$ cat config.mk
export PLATFORM = sky130hd
export DESIGN_NAME = rr_decoder_arbiter
export DESIGN_NICKNAME = d
export VERILOG_FILES = /design/src/rtl/rr_decoder_arbiter.sv
export SDC_FILE = /design/constraint.sdc
export NUM_CORES = 1
export LEC_CHECK = 0
export BUFFER_PORTS_ARGS = -buffer_cell sky130_fd_sc_hd__buf_2
export CORE_MARGIN = 2
export CORE_UTILIZATION = 45
export CTS_CLUSTER_DIAMETER = 60
export DETAILED_ROUTE_END_ITERATION = 8
export PLACE_DENSITY_LB_ADDON = 0.05
export RECOVER_POWER = 25
export SKIP_CTS_REPAIR_TIMING = 1
export SYNTH_ARGS = -nofsm -noshare
export SYNTH_HDL_FRONTEND = slang
export SYNTH_SLANG_ARGS = --single-unit
$ cat constraint.sdc
create_clock -name clk -period 3.7 [get_ports clk]
set_input_delay 0.74 -clock clk [delete_from_list [all_inputs] [get_ports clk]]
set_output_delay 0.74 -clock clk [all_outputs]
set_load 0.1 [all_outputs]
$ cat src/rtl/rr_decoder_arbiter.sv
// Eight-way round-robin arbiter whose grant is the registered winner index decoded 3-to-8.
// Define ARB_HOLD_LIMIT_EN to enable a MAX_HOLD-cycle hold limit with forced rotation.
module rr_decoder_arbiter #(
    parameter int N_REQ = 8
`ifdef ARB_HOLD_LIMIT_EN
    ,
    parameter int MAX_HOLD = 4
`endif
) (
    input  logic             clk,
    input  logic             rst_n,
    input  logic [N_REQ-1:0] req,
    output logic [N_REQ-1:0] gnt,
    output logic [2:0]       gnt_idx,
    output logic             gnt_valid
);

    typedef enum logic {
        IDLE,
        GRANT
    } state_t;

    state_t           r_state;
    state_t           w_stateNext;
    logic [2:0]       r_ptr;
    logic [2:0]       w_ptrNext;
    logic [2:0]       r_gntIdx;
    logic [2:0]       w_idxNext;
    logic             r_gntValid;
    logic             w_validNext;
    logic [N_REQ-1:0] r_gnt;
    logic [2:0]       w_searchBase;
    logic [2:0]       w_winIdx;
    logic             w_winFound;
    logic             w_forceRelease;

    // A release searches from just past the current winner, so that winner ends up lowest priority.
    assign w_searchBase = (r_state == GRANT) ? r_gntIdx + 3'd1 : r_ptr;

    always_comb begin
        w_winFound = 1'b0;
        w_winIdx   = w_searchBase;
        for (int k = 0; k < 8; k++) begin
            if (!w_winFound && req[w_searchBase + 3'(k)]) begin
                w_winFound = 1'b1;
                w_winIdx   = w_searchBase + 3'(k);
            end
        end
    end

`ifdef ARB_HOLD_LIMIT_EN
    localparam logic [3:0] HOLD_LIMIT = 4'(MAX_HOLD);

    logic [3:0] r_hold;
    logic [3:0] w_holdNext;
    logic [3:0] w_holdInc;
    logic       w_othersPending;

    assign w_holdInc       = (r_hold == HOLD_LIMIT) ? r_hold : r_hold + 4'd1;
    assign w_othersPending = |(req & ~(N_REQ'(1) << r_gntIdx));
    assign w_forceRelease  = (r_state == GRANT) && (w_holdInc == HOLD_LIMIT) && w_othersPending;

    // The counter only keeps running while the same winner stays granted.
    assign w_holdNext = (r_state == GRANT && w_stateNext == GRANT && w_idxNext == r_gntIdx)
                        ? w_holdInc : 4'd0;

    always_ff @(posedge clk) begin
        if (!rst_n) begin
            r_hold <= 4'd0;
        end else begin
            r_hold <= w_holdNext;
        end
    end
`else
    assign w_forceRelease = 1'b0;
`endif

    always_comb begin
        w_stateNext = r_state;
        w_ptrNext   = r_ptr;
        w_idxNext   = r_gntIdx;
        w_validNext = r_gntValid;
        case (r_state)
            IDLE: begin
                if (w_winFound) begin
                    w_stateNext = GRANT;
                    w_idxNext   = w_winIdx;
                    w_validNext = 1'b1;
                end else begin
                    w_idxNext   = 3'd0;
                    w_validNext = 1'b0;
                end
            end
            GRANT: begin
                if (!req[r_gntIdx] || w_forceRelease) begin
                    w_ptrNext = r_gntIdx + 3'd1;
                    if (w_winFound) begin
                        w_stateNext = GRANT;
                        w_idxNext   = w_winIdx;
                        w_validNext = 1'b1;
                    end else begin
                        w_stateNext = IDLE;
                        w_idxNext   = 3'd0;
                        w_validNext = 1'b0;
                    end
                end
            end
            default: begin
                w_stateNext = IDLE;
                w_idxNext   = 3'd0;
                w_validNext = 1'b0;
            end
        endcase
    end

    // The decoded grant is registered alongside the index so the outputs can never disagree.
    always_ff @(posedge clk) begin
        if (!rst_n) begin
            r_state    <= IDLE;
            r_ptr      <= 3'd0;
            r_gntIdx   <= 3'd0;
            r_gntValid <= 1'b0;
            r_gnt      <= '0;
        end else begin
            r_state    <= w_stateNext;
            r_ptr      <= w_ptrNext;
            r_gntIdx   <= w_idxNext;
            r_gntValid <= w_validNext;
            r_gnt      <= w_validNext ? (N_REQ'(1) << w_idxNext) : '0;
        end
    end

    assign gnt       = r_gnt;
    assign gnt_idx   = r_gntIdx;
    assign gnt_valid = r_gntValid;

endmodule

==> flow_summary.ini <==
[run_status]
status = completed

[yosys]
synthFlopType = dfxtp_1
synthSimpleGateAreaFrac_pct = 31.5
synthAdderAreaFrac_pct = 1.39
synth_cell_type_count = 69
synth_area_um2 = 1800
synth_compound_area_share_pct = 28.0
synth_area_leader_cell = dfxtp_1
yosysSeqAreaShare_pct = 17.8
synth.net_count = 227
synthMuxAreaShare_pct = 14.6
synthMostInstantiatedCell = o21ai_0
synth.ff_latch_count = 16
synth_top_family_by_area = simple AND/OR/NAND/NOR gates
synthXorXnorAreaFrac_pct = 2.01
synth_async_sr_flop_share_pct = 0
yosys-top-cells-count = o21ai_0, nand3_1, dfxtp_1
yosysTopAreaCellShare_pct = 17.8
synth-edff-count = 0
synthTopCellsByArea = dfxtp_1, mux2i_1, o21ai_0, nand3_1, mux4_2
synthCells = 215
yosys_warnings = 0
syn_area_per_cell_um2 = 8.39

[cts]
h-tree-depth = 1
path_clk_slew_ns = 0.06
clock_path_buffers = 2
cts_made_buffers = 3
cts_tree = built
root_buffer = clkbuf_8
clkSinkCount = 16
insertion_delay_ns = 0.25

[timing]
tightest_slew_ns = 1.17
hold_violations = 0
setup_viol = 0
tns_ns = 0
setup_ws_ns = 0.301
fin_hold_ws_ns = 0.487
rsz0062_at_grt = no
min_period_ns = 3.40
fin_skew_ns = 0.00109
fin_crit_sh_pct = 91.9
fmax_ghz = 0.294
slew_viol_final = 0
slew_headroom_pct = 22.4

[die]
die_area_um2 = 4530
die_h_um = 67.3
design.portCount = 22
coreArea_um2 = 3940
start_util_pct = 45.8
rows = 23
chipWidth_um = 67.3

[critical_path]
crit_arrival_ns = 3.54
path_delay_family = simple AND/OR/NAND/NOR gates
crit_chain = ha_1 -> mux2i_1 -> inv_1 -> ha_1 -> xnor2_4 -> mux2i_2 -> and2_1 -> and3_4 -> nand4_1 -> o211ai_1 -> inv_1 -> and4b_1
critPathBufInv = 2
crit_type = reg2reg
critPathMaxStageDelay_ns = 0.38
worstPathRequired_ns = 3.84
worst_setup_path_start_kind = flip-flop
end_kind = flip-flop
critPathSlowestCell = mux2i_2
crit_path_max_fanout = 8

[route]
highest_layer = met4
wl_um = 5350
wl_met3_um = 375
wl_per_cell_um = 18.9
dr.pass1.iters = 5
wl_met2_um = 2550
detail-route-antenna-nets = 0
route.vias.total = 1890
via_per_inst = 6.68
drtIter0Drc = 189
drc = 0
met1_length_um = 2250

[pwr]
powerDensity_nw_per_um2 = 984
p_leak_nw = 0.765
internal_power_uw = 844
power_mw = 1.96
power_frac_seq_pct = 13.0
ir_drop_mv = 0.512
pwr-share-comb_pct = 79.3
p_sw_mw = 1.12
p_clk_share_pct = 7.7
swShare_pct = 56.9

[placed_design]
pre_cts_ws_ns = 0.243
dp.cells = 279
placement.io_buffers = 21
gp_congestion = 0.975
placed_cell_area_um2 = 1940
hpwlAfterDp_um = 4160

[global_routing]
grtUsageTotal_pct = 26.0
grt_pass1_wl_um = 8940
antenna_found_initial = 0
overflow = 0
grt_start_max_net_pins = 23
grt_pass1_vias = 1848

[finish]
post-route-util_pct = 50.5
fin_nets = 246
layout-drive-gt1-share_pct = 21.0
area_growth_pct = 10.4
antennaDiodeCount = 0
finish.instance_area_um2 = 1990
fin_cells = 283

[run]
drv_cap = 0

[min_path]
hp-class = reg2reg
==> worst min-delay path, delay by kind of cell (launching register included) <==
kind	cells	cell delay [ns]
DFF	1	0.32
and+or+nand+nor	1	0.05
AOI/OAI and AO/OA	1	0.07
==> worst paths after layout <==
| check | startpoint | endpoint | slack (ns) | cells after the start |
|---|---|---|---|---|
| max | gnt_idx[0] | gnt[1] | 0.30 | 12 |
| min | r_ptr[2] | r_ptr[2] | 0.49 | 2 |
| max reg2reg | gnt_idx[0] | gnt[1] | 0.30 | 12 |
| min reg2reg | r_ptr[2] | r_ptr[2] | 0.49 | 2 |
==> final cells by class <==
type	count	area, µm²
Clock buffer	4	55.1
Tap cell	50	62.6
Multi-Input combinational cell	185	1410
Inverter	4	15.0
Sequential cell	16	329
Timing Repair Buffer	24	119
Fill cell	384	1950
==> cell families (layout without fill, tap and decap cells) <==
group                    Yosys count  count (layout)
adder cells (fa/ha/maj)            2               2
AND/OR/NAND/NOR                   90              90
flip-flops                        16              16
AO/OA/AOI/OAI                     71              71
XOR/XNOR                           2               2
multiplexers                      20              20
buffers and inverters             14              32
==> state kept, by name, indices dropped and copies added (netlist names) <==
| signal | flops |
|---|---|
| gnt | 8 |
| gnt_valid | 1 |
| gnt_idx | 3 |
| r_ptr | 3 |
| r_state | 1 |
==> power groups by stage <==
stage / sequential [mW] / combinational (mW) / clock [mW]
detailed placement: 0.259 / 1.53 / 0
floorplan: 0.527 / 0.979 / 0
finish: 0.256 / 1.55 / 0.151
CTS: 0.255 / 1.53 / 0.155
global route: 0.262 / 1.67 / 0.163
global placement: 0.256 / 1.51 / 0
==> layer usage <==
layer / GRT usage, % / vias to the layer above
met5: 0 / -
met4: 13.3 / 0
met3: 4.33 / 14
met2: 42.7 / 99
met1: 32.8 / 896
li1: - / 881
==> placed cells by master, fill, tap and decap left out, types with 2 or more instances in the layout <==
cell type / count
clkbuf_1: 7
nor3_1: 2
and2_1: 10
nor4b_2: 2
ha_1: 2
a22oi_1: 3
nand3_1: 17
o211ai_1: 7
a31oi_1: 8
inv_1: 4
nor2_1: 13
buf_2: 14
a21boi_0: 2
nor4_1: 2
nand4_1: 6
and3_1: 2
a21boi_1: 2
dfxtp_4: 2
dfxtp_1: 13
mux4_2: 3
clkbuf_8: 4
buf_4: 3
a32o_1: 3
mux2_2: 3
mux2i_2: 2
a211oi_1: 3
o21ai_0: 21
mux2i_1: 10
a21oi_1: 6
nand2_1: 11
nor2b_1: 4
and4_1: 3
Note: power is estimated with default switching activity, not from simulation.
